===== src/rtl/pipe_hazard_ctrl.sv =====
// Hazard and stall sequencer beside the ID stage: operand forwarding selects,
// load-use interlock, multi-cycle op stall FSM and a saturating stall counter.

module pipe_hazard_fwd (
    input  logic [4:0] src,
    input  logic       use_src,
    input  logic [4:0] ern,
    input  logic       ewreg,
    input  logic       em2reg,
    input  logic [4:0] mrn,
    input  logic       mwreg,
    input  logic       mm2reg,
    output logic [1:0] sel,
    output logic       lu_hit
);
    logic exe_hit;
    logic mem_hit;

    assign exe_hit = ewreg & (ern != 5'd0) & (ern == src);
    assign mem_hit = mwreg & (mrn != 5'd0) & (mrn == src);

    // A load still in EXE has no data yet, so it cannot forward; it interlocks instead.
    always_comb begin
        sel = 2'd0;
        if (exe_hit && !em2reg)
            sel = 2'd1;
        else if (mem_hit)
            sel = mm2reg ? 2'd3 : 2'd2;
    end

    assign lu_hit = use_src & exe_hit & em2reg;
endmodule

module pipe_hazard_ctrl #(
    parameter int unsigned MC_LAT     = 8,
    parameter bit          DELAY_SLOT = 1'b1,
    parameter int unsigned CW         = 16
) (
    input  logic          clk,
    input  logic          clrn,
    input  logic [4:0]    rs,
    input  logic [4:0]    rt,
    input  logic          use_rs,
    input  logic          use_rt,
    input  logic [4:0]    ern,
    input  logic          ewreg,
    input  logic          em2reg,
    input  logic [4:0]    mrn,
    input  logic          mwreg,
    input  logic          mm2reg,
    input  logic          dbr_taken,
    input  logic          dmc_start,
    input  logic          stat_clr,
    output logic [1:0]    fwda,
    output logic [1:0]    fwdb,
    output logic          wpcir,
    output logic          bubble,
    output logic          flush_if,
    output logic          mc_busy,
    output logic [CW-1:0] stall_cnt
);
    localparam int unsigned NUM_OPS = 2;
    localparam logic [7:0]  MC_LOAD = 8'(MC_LAT - 1);
    localparam logic [CW-1:0] CNT_MAX = {CW{1'b1}};

    typedef enum logic {IDLE = 1'b0, RUN = 1'b1} state_t;

    logic [NUM_OPS-1:0][4:0] src;
    logic [NUM_OPS-1:0]      use_src;
    logic [NUM_OPS-1:0][1:0] sel;
    logic [NUM_OPS-1:0]      lu_hit;

    logic       lu;
    logic       start;
    logic       hold;
    state_t     state, next_state;
    logic [7:0] mc_cnt, next_cnt;
    logic       mc_done, next_done;

    assign src     = {rt, rs};
    assign use_src = {use_rt, use_rs};

    for (genvar g = 0; g < NUM_OPS; g++) begin : g_op
        pipe_hazard_fwd u_fwd (
            .src     (src[g]),
            .use_src (use_src[g]),
            .ern     (ern),
            .ewreg   (ewreg),
            .em2reg  (em2reg),
            .mrn     (mrn),
            .mwreg   (mwreg),
            .mm2reg  (mm2reg),
            .sel     (sel[g]),
            .lu_hit  (lu_hit[g])
        );
    end

    assign lu    = |lu_hit;
    assign start = (state == IDLE) & dmc_start & ~lu & ~mc_done;

    always_ff @(posedge clk or negedge clrn) begin
        if (!clrn) begin
            state   <= IDLE;
            mc_cnt  <= 8'd0;
            mc_done <= 1'b0;
        end else begin
            state   <= next_state;
            mc_cnt  <= next_cnt;
            mc_done <= next_done;
        end
    end

    // The start cycle is the first held cycle, so RUN lasts MC_LAT-1 cycles and
    // leaves once the count would reach zero; MC_LAT=1 never enters RUN.
    always_comb begin
        next_state = state;
        next_cnt   = mc_cnt;
        next_done  = 1'b0;
        case (state)
            IDLE: begin
                if (start) begin
                    next_cnt = MC_LOAD;
                    if (MC_LOAD == 8'd0)
                        next_done = 1'b1;
                    else
                        next_state = RUN;
                end
            end
            RUN: begin
                next_cnt = mc_cnt - 8'd1;
                if (mc_cnt <= 8'd1) begin
                    next_state = IDLE;
                    next_cnt   = 8'd0;
                    next_done  = 1'b1;
                end
            end
            default: begin
                next_state = IDLE;
                next_cnt   = 8'd0;
            end
        endcase
    end

    // Outputs are forced to their pass-through values while reset is held.
    always_comb begin
        hold     = clrn & (lu | start | (state == RUN));
        wpcir    = ~hold;
        bubble   = hold;
        mc_busy  = clrn & (state == RUN);
        flush_if = clrn & ~DELAY_SLOT & dbr_taken & ~hold;
        fwda     = clrn ? sel[0] : 2'd0;
        fwdb     = clrn ? sel[1] : 2'd0;
    end

    always_ff @(posedge clk or negedge clrn) begin
        if (!clrn)
            stall_cnt <= '0;
        else if (stat_clr)
            stall_cnt <= '0;
        else if (!wpcir && stall_cnt != CNT_MAX)
            stall_cnt <= stall_cnt + 1'b1;
    end
endmodule


===== config.mk =====
export PLATFORM = sky130hd
export DESIGN_NAME = pipe_hazard_ctrl
export DESIGN_NICKNAME = d
export VERILOG_FILES = /design/src/rtl/pipe_hazard_ctrl.sv
export SDC_FILE = /design/constraint.sdc
export NUM_CORES = 1
export LEC_CHECK = 0
export ABC_AREA = 1
export CAP_MARGIN = 0
export CORE_MARGIN = 3
export CORE_UTILIZATION = 35
export CTS_CLUSTER_SIZE = 40
export DETAILED_ROUTE_END_ITERATION = 7
export PLACE_DENSITY = 0.73
export RECOVER_POWER = 50
export SLEW_MARGIN = 25
export SYNTH_ARGS = -nofsm -noshare
export SYNTH_HDL_FRONTEND = slang
export SYNTH_SLANG_ARGS = --single-unit

===== constraint.sdc =====
create_clock -name clk -period 4 [get_ports clk]
set_input_delay 0.8 -clock clk [delete_from_list [all_inputs] [get_ports clk]]
set_output_delay 0.8 -clock clk [all_outputs]
set_load 0.05 [all_outputs]

==> results of run 1 <==
registers in the layout (all words and copies together), names as in the netlist:
signal     count
mc_done        1
mc_cnt         8
state          1
stall_cnt     16
layout by cell type (no fill, tap or decap), types with 3 or more instances in the layout:
cell type         n
dlygate4sd3_1     8
dfrtp_1          26
nor2_1           31
inv_1            25
xnor2_1           9
clkdlybuf4s50_1  37
a21oi_1           6
xor2_1           22
nand4_1           6
buf_12            7
ha_1              3
nor3_1            5
nand2_1          70
o21ai_0           9
clkbuf_8          4
nor4_1            5
nand3_1          26
cell families after synthesis:
kind of cell | synth area share
AOI/OAI and AO/OA | 0.0615
xor gates and xnor gates | 0.140
adders and majority gates | 0.0194
buffers and inverters | 0.0737
DFF | 0.336
other | 0.00194
and+or+nand+nor | 0.367
worst max path at each step:
stage / startpoint / slack, ps / to / cells past startpoint
after floorplan: ern[1] / 900 / fwdb[0] / 5
final: ern[1] / 610 / bubble / 11
after detailed placement: ern[1] / 680 / bubble / 11
after global placement: mrn[0] / 750 / fwda[0] / 8
after CTS: ern[1] / 680 / bubble / 11
after global routing: ern[1] / 460 / bubble / 11
worst max-delay path, stage by stage:
cell           delay, ps
dlygate4sd3_1        600
xnor2_1              200
nand2_1               70
nor2_1               130
nand4_1              100
nand2_1               70
nand2_1               60
nand3_1              140
nand2_1              150
inv_1                130
buf_12               140
power by group through the flow:
stage	sequential [mW]	clock [mW]	combinational, mW
after floorplan	0.289	0	0.0536
after global placement	0.277	0	0.132
after detailed placement	0.277	0	0.135
after CTS	0.271	0.173	0.135
after global routing	0.272	0.184	0.144
final	0.271	0.171	0.132
cell type report:
cell class / instances / area (sq um) / share of cell area
Clock buffer: 4 / 55.1 / 0.0208
Inverter: 26 / 97.6 / 0.0369
Multi-Input combinational cell: 209 / 1140 / 0.432
Sequential cell: 26 / 651 / 0.246
Tap cell: 70 / 87.6 / 0.0332
Timing Repair Buffer: 55 / 609 / 0.231
routing by layer:
layer,vias up,share of wire,wire length (microns),global-route usage
met3,4,0.065,315,0.0269
li1,967,-,-,-
met2,58,0.48,2320,0.272
met5,-,0,0,0
met4,0,0.0049,24,0.0338
met1,879,0.45,2200,0.198
stage by stage:
step                      setup slack, ps   util  power [mW]  hold slack, ps  area [sq um]
after detailed placement              682  0.495       0.411             552          2590
after floorplan                       902      -       0.343             504          1930
final                                 608  0.504       0.574             567          2640
after global placement                751  0.495       0.408             538          2590
after CTS                             675  0.505       0.579             572          2650
after global routing                  462  0.504       0.600             588          2640
==> impl_metrics.env, run 1 <==
export IMPL_cts_max_path_buffers=2
export IMPL_p_sw_mw=0.161
export IMPL_die_area_sq_um=6450
export IMPL_final_cells=390
export IMPL_drive_above_1_share=0.0688
export IMPL_setup_viol=0
export IMPL_fillers=515
export IMPL_grt_overflow=0
export IMPL_fin_nets=355
export IMPL_cp_data_required_time_ps=3200
export IMPL_syn_nets=302
export IMPL_p_comb_frac=0.229
export IMPL_numPlacedInstances=386
export IMPL_num_rows=26
export IMPL_max_cap_violations=0
export IMPL_drt_first_iter_violations=90
export IMPL_reg2regPathDepth=10
export IMPL_whs_endpoint="mc_cnt[7]"
export IMPL_tns_ps=0
export IMPL_num_io_pins=55
export IMPL_worstPathArrival_ps=2590
export IMPL_r2r_start="stall_cnt[0]"
export IMPL_hold_buffers=0
export IMPL_root_buffer="clkbuf_8"
export IMPL_slew_viol_final=0
export IMPL_n_antenna_cell=0
export IMPL_ctsResizeCount=0
export IMPL_path_max_fanout=4
export IMPL_clock_skew_ps=15.1
export IMPL_cts_sinks=26
export IMPL_synth_seq_cells=26
export IMPL_vdd_drop_max_uv=179
export IMPL_period_share=0.848
export IMPL_synth_edf_count=0
export IMPL_end_kind="primary output"
export IMPL_antenna_found_initial=0
export IMPL_grt_pass1_wl_microns=8130
export IMPL_grt_start_max_net_pins=23
export IMPL_grt_pass1_vias=1785
export IMPL_pwr_share_seq=0.473
export IMPL_min_period_ps=3390
export IMPL_power_leakage_nw=1.25
export IMPL_synth_most_common_cell="nand2_1"
export IMPL_relSlewSlack=0.543
export IMPL_start_util=0.369
export IMPL_critical_path_class="in2out"
export IMPL_max_freq_mhz=295
export IMPL_synth_avg_cell_area_sq_um=7.22
export IMPL_die_w_microns=80.3
export IMPL_yosysSeqAreaShare=0.336
export IMPL_wire_per_inst_microns=12.5
export IMPL_powerDensity_nw_per_um2=217
export IMPL_holdPathStages=2
export IMPL_synth_common_cells="nand2_1 (70), nor2_1 (31), dfrtp_1 (26), nand3_1 (26), inv_1 (25)"
export IMPL_finalHoldViolations=0
export IMPL_numCtsBuffers=3
export IMPL_gp_congestion=0.826
export IMPL_r2r_end="stall_cnt[13]"
export IMPL_drc=0
export IMPL_rsz0062_at_grt="false"
export IMPL_dp_hpwl_microns=3680
export IMPL_via_count=1908
export IMPL_status="finished, final reports clean"
export IMPL_p_clk_frac=0.297
export IMPL_ys_types=31
export IMPL_cts_tree="built"
export IMPL_synth_top_cell_area_share=0.336
export IMPL_dr_pass1_iters=6
export IMPL_wl_microns=4860
export IMPL_swShare=0.281
export IMPL_min_path_type="reg2reg"
export IMPL_grt_use_total=0.155
export IMPL_ant_nets=0
export IMPL_netlist_area_sq_um=1930
export IMPL_regToRegSetupSlack_ps=1810
export IMPL_worstSkewPairLatency_ps=270
export IMPL_postCtsSetupRepairBufs=0
export IMPL_async_flop_share=1.00
export IMPL_startpoint_type="primary input"
export IMPL_synthFlopType="dfrtp_1"
export IMPL_yosysTopAreaCell="dfrtp_1"
export IMPL_max_slew_worst_pin_slew_ps=683
export IMPL_synth_area_leaders="dfrtp_1 (34%), nand2_1 (14%), xor2_1 (10%), nand3_1 (6.7%), nor2_1 (6.0%)"
export IMPL_clk_pin_slew_ps=80
export IMPL_min_from="mc_cnt[7]"
export IMPL_areaGrowthSynthToFinish_pct=36.5
export IMPL_drt_vias_per_instance=4.89
export IMPL_internal_power_mw=0.412
export IMPL_port_buffer_count=52
export IMPL_htreeDepth=1
export IMPL_synthCells=268
export IMPL_die_h_microns=80.3
export IMPL_synth_warnings=0
export IMPL_coreArea_sq_um=5240
(Power assumes the default switching activity.)
==> run 2: changes to the inputs <==
--- a/config.mk
+++ b/config.mk
@@ -11,7 +11,7 @@
 export CORE_UTILIZATION = 35
 export CTS_CLUSTER_SIZE = 40
 export DETAILED_ROUTE_END_ITERATION = 7
-export PLACE_DENSITY = 0.73
+export PLACE_DENSITY = 0.75
 export RECOVER_POWER = 50
 export SLEW_MARGIN = 25
 export SYNTH_ARGS = -nofsm -noshare
==> constraint.sdc (replaced) <==
create_clock -name clk -period 3 [get_ports clk]
set_input_delay 0.6 -clock clk [delete_from_list [all_inputs] [get_ports clk]]
set_output_delay 0.6 -clock clk [all_outputs]
set_load 0.05 [all_outputs]
==> impl_metrics.env, run 2 (same netlist as run 1, synthesis figures left out) <==
export IMPL_status="finished, final reports clean"
export IMPL_startpoint_type="primary input"
export IMPL_biggestRegsByFlops="stall_cnt (16), mc_cnt (8)"
export IMPL_grt_start_max_net_pins=25
export IMPL_die_area_sq_um=6450
export IMPL_vdd_drop_max_uv=193
export IMPL_cts_tree="built"
export IMPL_die_w_microns=80.3
export IMPL_dr_pass1_iters=4
export IMPL_clock_skew_ps=6.09
export IMPL_slew_viol_final=0
export IMPL_end_kind="primary output"
export IMPL_max_cap_violations=0
export IMPL_fin_nets=355
export IMPL_final_common_cell="nand2_1"
export IMPL_min_from="mc_cnt[7]"
export IMPL_cts_max_path_buffers=2
export IMPL_swShare=0.280
export IMPL_min_path_type="reg2reg"
export IMPL_worstSkewPairLatency_ps=270
export IMPL_relSlewSlack=0.637
export IMPL_drc=0
export IMPL_worstPathArrival_ps=2210
export IMPL_cp_slowest_cell="clkdlybuf4s50_1"
export IMPL_largest_register_ffs=16
export IMPL_rsz0062_at_grt="false"
export IMPL_coreArea_sq_um=5240
export IMPL_max_slew_worst_pin_slew_ps=542
export IMPL_p_clk_frac=0.296
export IMPL_drt_first_iter_violations=46
export IMPL_finalHoldViolations=0
export IMPL_power_leakage_nw=1.25
export IMPL_drt_vias_per_instance=4.82
export IMPL_fillers=495
export IMPL_pwr_share_seq=0.473
export IMPL_ant_nets=0
export IMPL_critPathMaxStageDelay_ps=480
export IMPL_internal_power_mw=0.550
export IMPL_postCtsSetupRepairBufs=0
export IMPL_grt_pass1_vias=1746
export IMPL_gp_congestion=0.817
export IMPL_powerDensity_nw_per_um2=288
export IMPL_areaGrowthSynthToFinish_pct=37.0
export IMPL_port_buffer_count=52
export IMPL_wl_microns=4710
export IMPL_drive_above_1_share=0.0750
export IMPL_tns_ps=0
export IMPL_setup_worst_path_start="mrn[0]"
export IMPL_grt_pass1_wl_microns=7890
export IMPL_r2r_start="stall_cnt[0]"
export IMPL_via_count=1881
export IMPL_crit_path_frequent_cell="nand2_1"
export IMPL_clk_pin_slew_ps=90
export IMPL_period_share=0.938
export IMPL_wire_per_inst_microns=12.1
export IMPL_crit_chain="clkdlybuf4s50_1 -> xor2_1 -> nor4_1 -> nand2_1 -> nor2_1 -> nand2_1 -> a21oi_2 -> buf_12"
export IMPL_p_comb_frac=0.231
export IMPL_num_io_pins=55
export IMPL_num_rows=26
export IMPL_start_util=0.369
export IMPL_min_period_ps=2810
export IMPL_cp_data_required_time_ps=2400
export IMPL_cts_sinks=26
export IMPL_whs_ps=567
export IMPL_root_buffer="clkbuf_8"
export IMPL_path_max_fanout=4
export IMPL_antenna_found_initial=0
export IMPL_die_h_microns=80.3
export IMPL_p_sw_mw=0.214
export IMPL_grt_overflow=0
export IMPL_max_freq_mhz=356
export IMPL_numCtsBuffers=3
export IMPL_htreeDepth=1
export IMPL_dp_hpwl_microns=3600
export IMPL_critical_path_class="in2out"
export IMPL_n_antenna_cell=0
export IMPL_largest_register="stall_cnt"
export IMPL_grt_use_total=0.152
export IMPL_setup_viol=0
export IMPL_mostFrequentLayoutCells="nand2_1 (70), clkdlybuf4s50_1 (38), nor2_1 (31)"
[run 2: cell types whose count changed in the layout (fill, tap and decap cells not counted), sizes merged]
cell / before / now
clkdlybuf4s50: 37 / 38
dlygate4sd3: 8 / 7
[run 2: worst max-delay path, delay by kind of cell]
kind            cells  cell delay, ps
compound gates      1             170
xor+xnor            1             190
buf+inv             2             630
simple gates        4             610
[run 2: final timing paths]
kind                           endpoint  slack (ps)  cells past startpoint
max                             fwda[0]         190                      8
min                           mc_cnt[7]         570                      2
max reg2reg                stall_cnt[1]         840                     10
min reg2reg                   mc_cnt[7]         570                      2
max in group asynchronous     mc_cnt[2]        1500                      3
min in group asynchronous         state         860                      2
[run 2: per-layer routing]
metal	wire, microns	vias to the layer above	track usage	part of all wire
met1	2250	860	0.206	0.48
met2	2110	48	0.253	0.45
li1	-	971	-	-
met4	15	0	0.0304	0.0032
met5	0	-	0	0
met3	334	2	0.0258	0.071
[run 2: through the flow]
stage | worst slack [ps] | cell area, sq um | power [mW] | cells | util
6_report | 187 | 2650 | 0.764 | 390 | 0.506
4_1_cts | 127 | 2650 | 0.774 | 390 | 0.505
2_1_floorplan | 302 | 1930 | 0.457 | 268 | -
3_3_place_gp | 177 | 2590 | 0.547 | 386 | 0.495
3_5_place_dp | 134 | 2590 | 0.548 | 386 | 0.495
5_1_grt | 21.5 | 2650 | 0.804 | 390 | 0.506
[run 2: final cells by class]
class	instances	area, sq um	share of cell area
clock buffer	4	55.1	0.0208
sequential	26	651	0.246
tap	70	87.6	0.0331
inverter	26	97.6	0.0368
timing repair buffer	55	609	0.230
multi-input combinational	209	1150	0.434
[run 2: power by group through the flow]
stage / combinational, mW / clock (mW) / sequential [mW]
2_1_floorplan: 0.0715 / 0 / 0.385
4_1_cts: 0.181 / 0.231 / 0.362
5_1_grt: 0.191 / 0.250 / 0.363
6_report: 0.176 / 0.226 / 0.362
3_5_place_dp: 0.180 / 0 / 0.369
3_3_place_gp: 0.178 / 0 / 0.369
[run 2: timing repair]
action,CTS,global route
gates resized for setup,0,2
endpoints found under the setup margin,0,2
hold buffers,0,0
endpoints found under the hold margin,0,0
==> run 3: changes to the inputs <==
--- a/config.mk
+++ b/config.mk
@@ -9,8 +9,10 @@
 export CAP_MARGIN = 0
 export CORE_MARGIN = 3
 export CORE_UTILIZATION = 35
+export CTS_CLUSTER_DIAMETER = 150
 export CTS_CLUSTER_SIZE = 40
 export DETAILED_ROUTE_END_ITERATION = 7
+export GPL_ROUTABILITY_DRIVEN = 0
 export PLACE_DENSITY = 0.75
 export RECOVER_POWER = 50
 export SLEW_MARGIN = 25
==> results of run 3 <==
No change in the layout: final DEF, timing and power equal those of run 2.
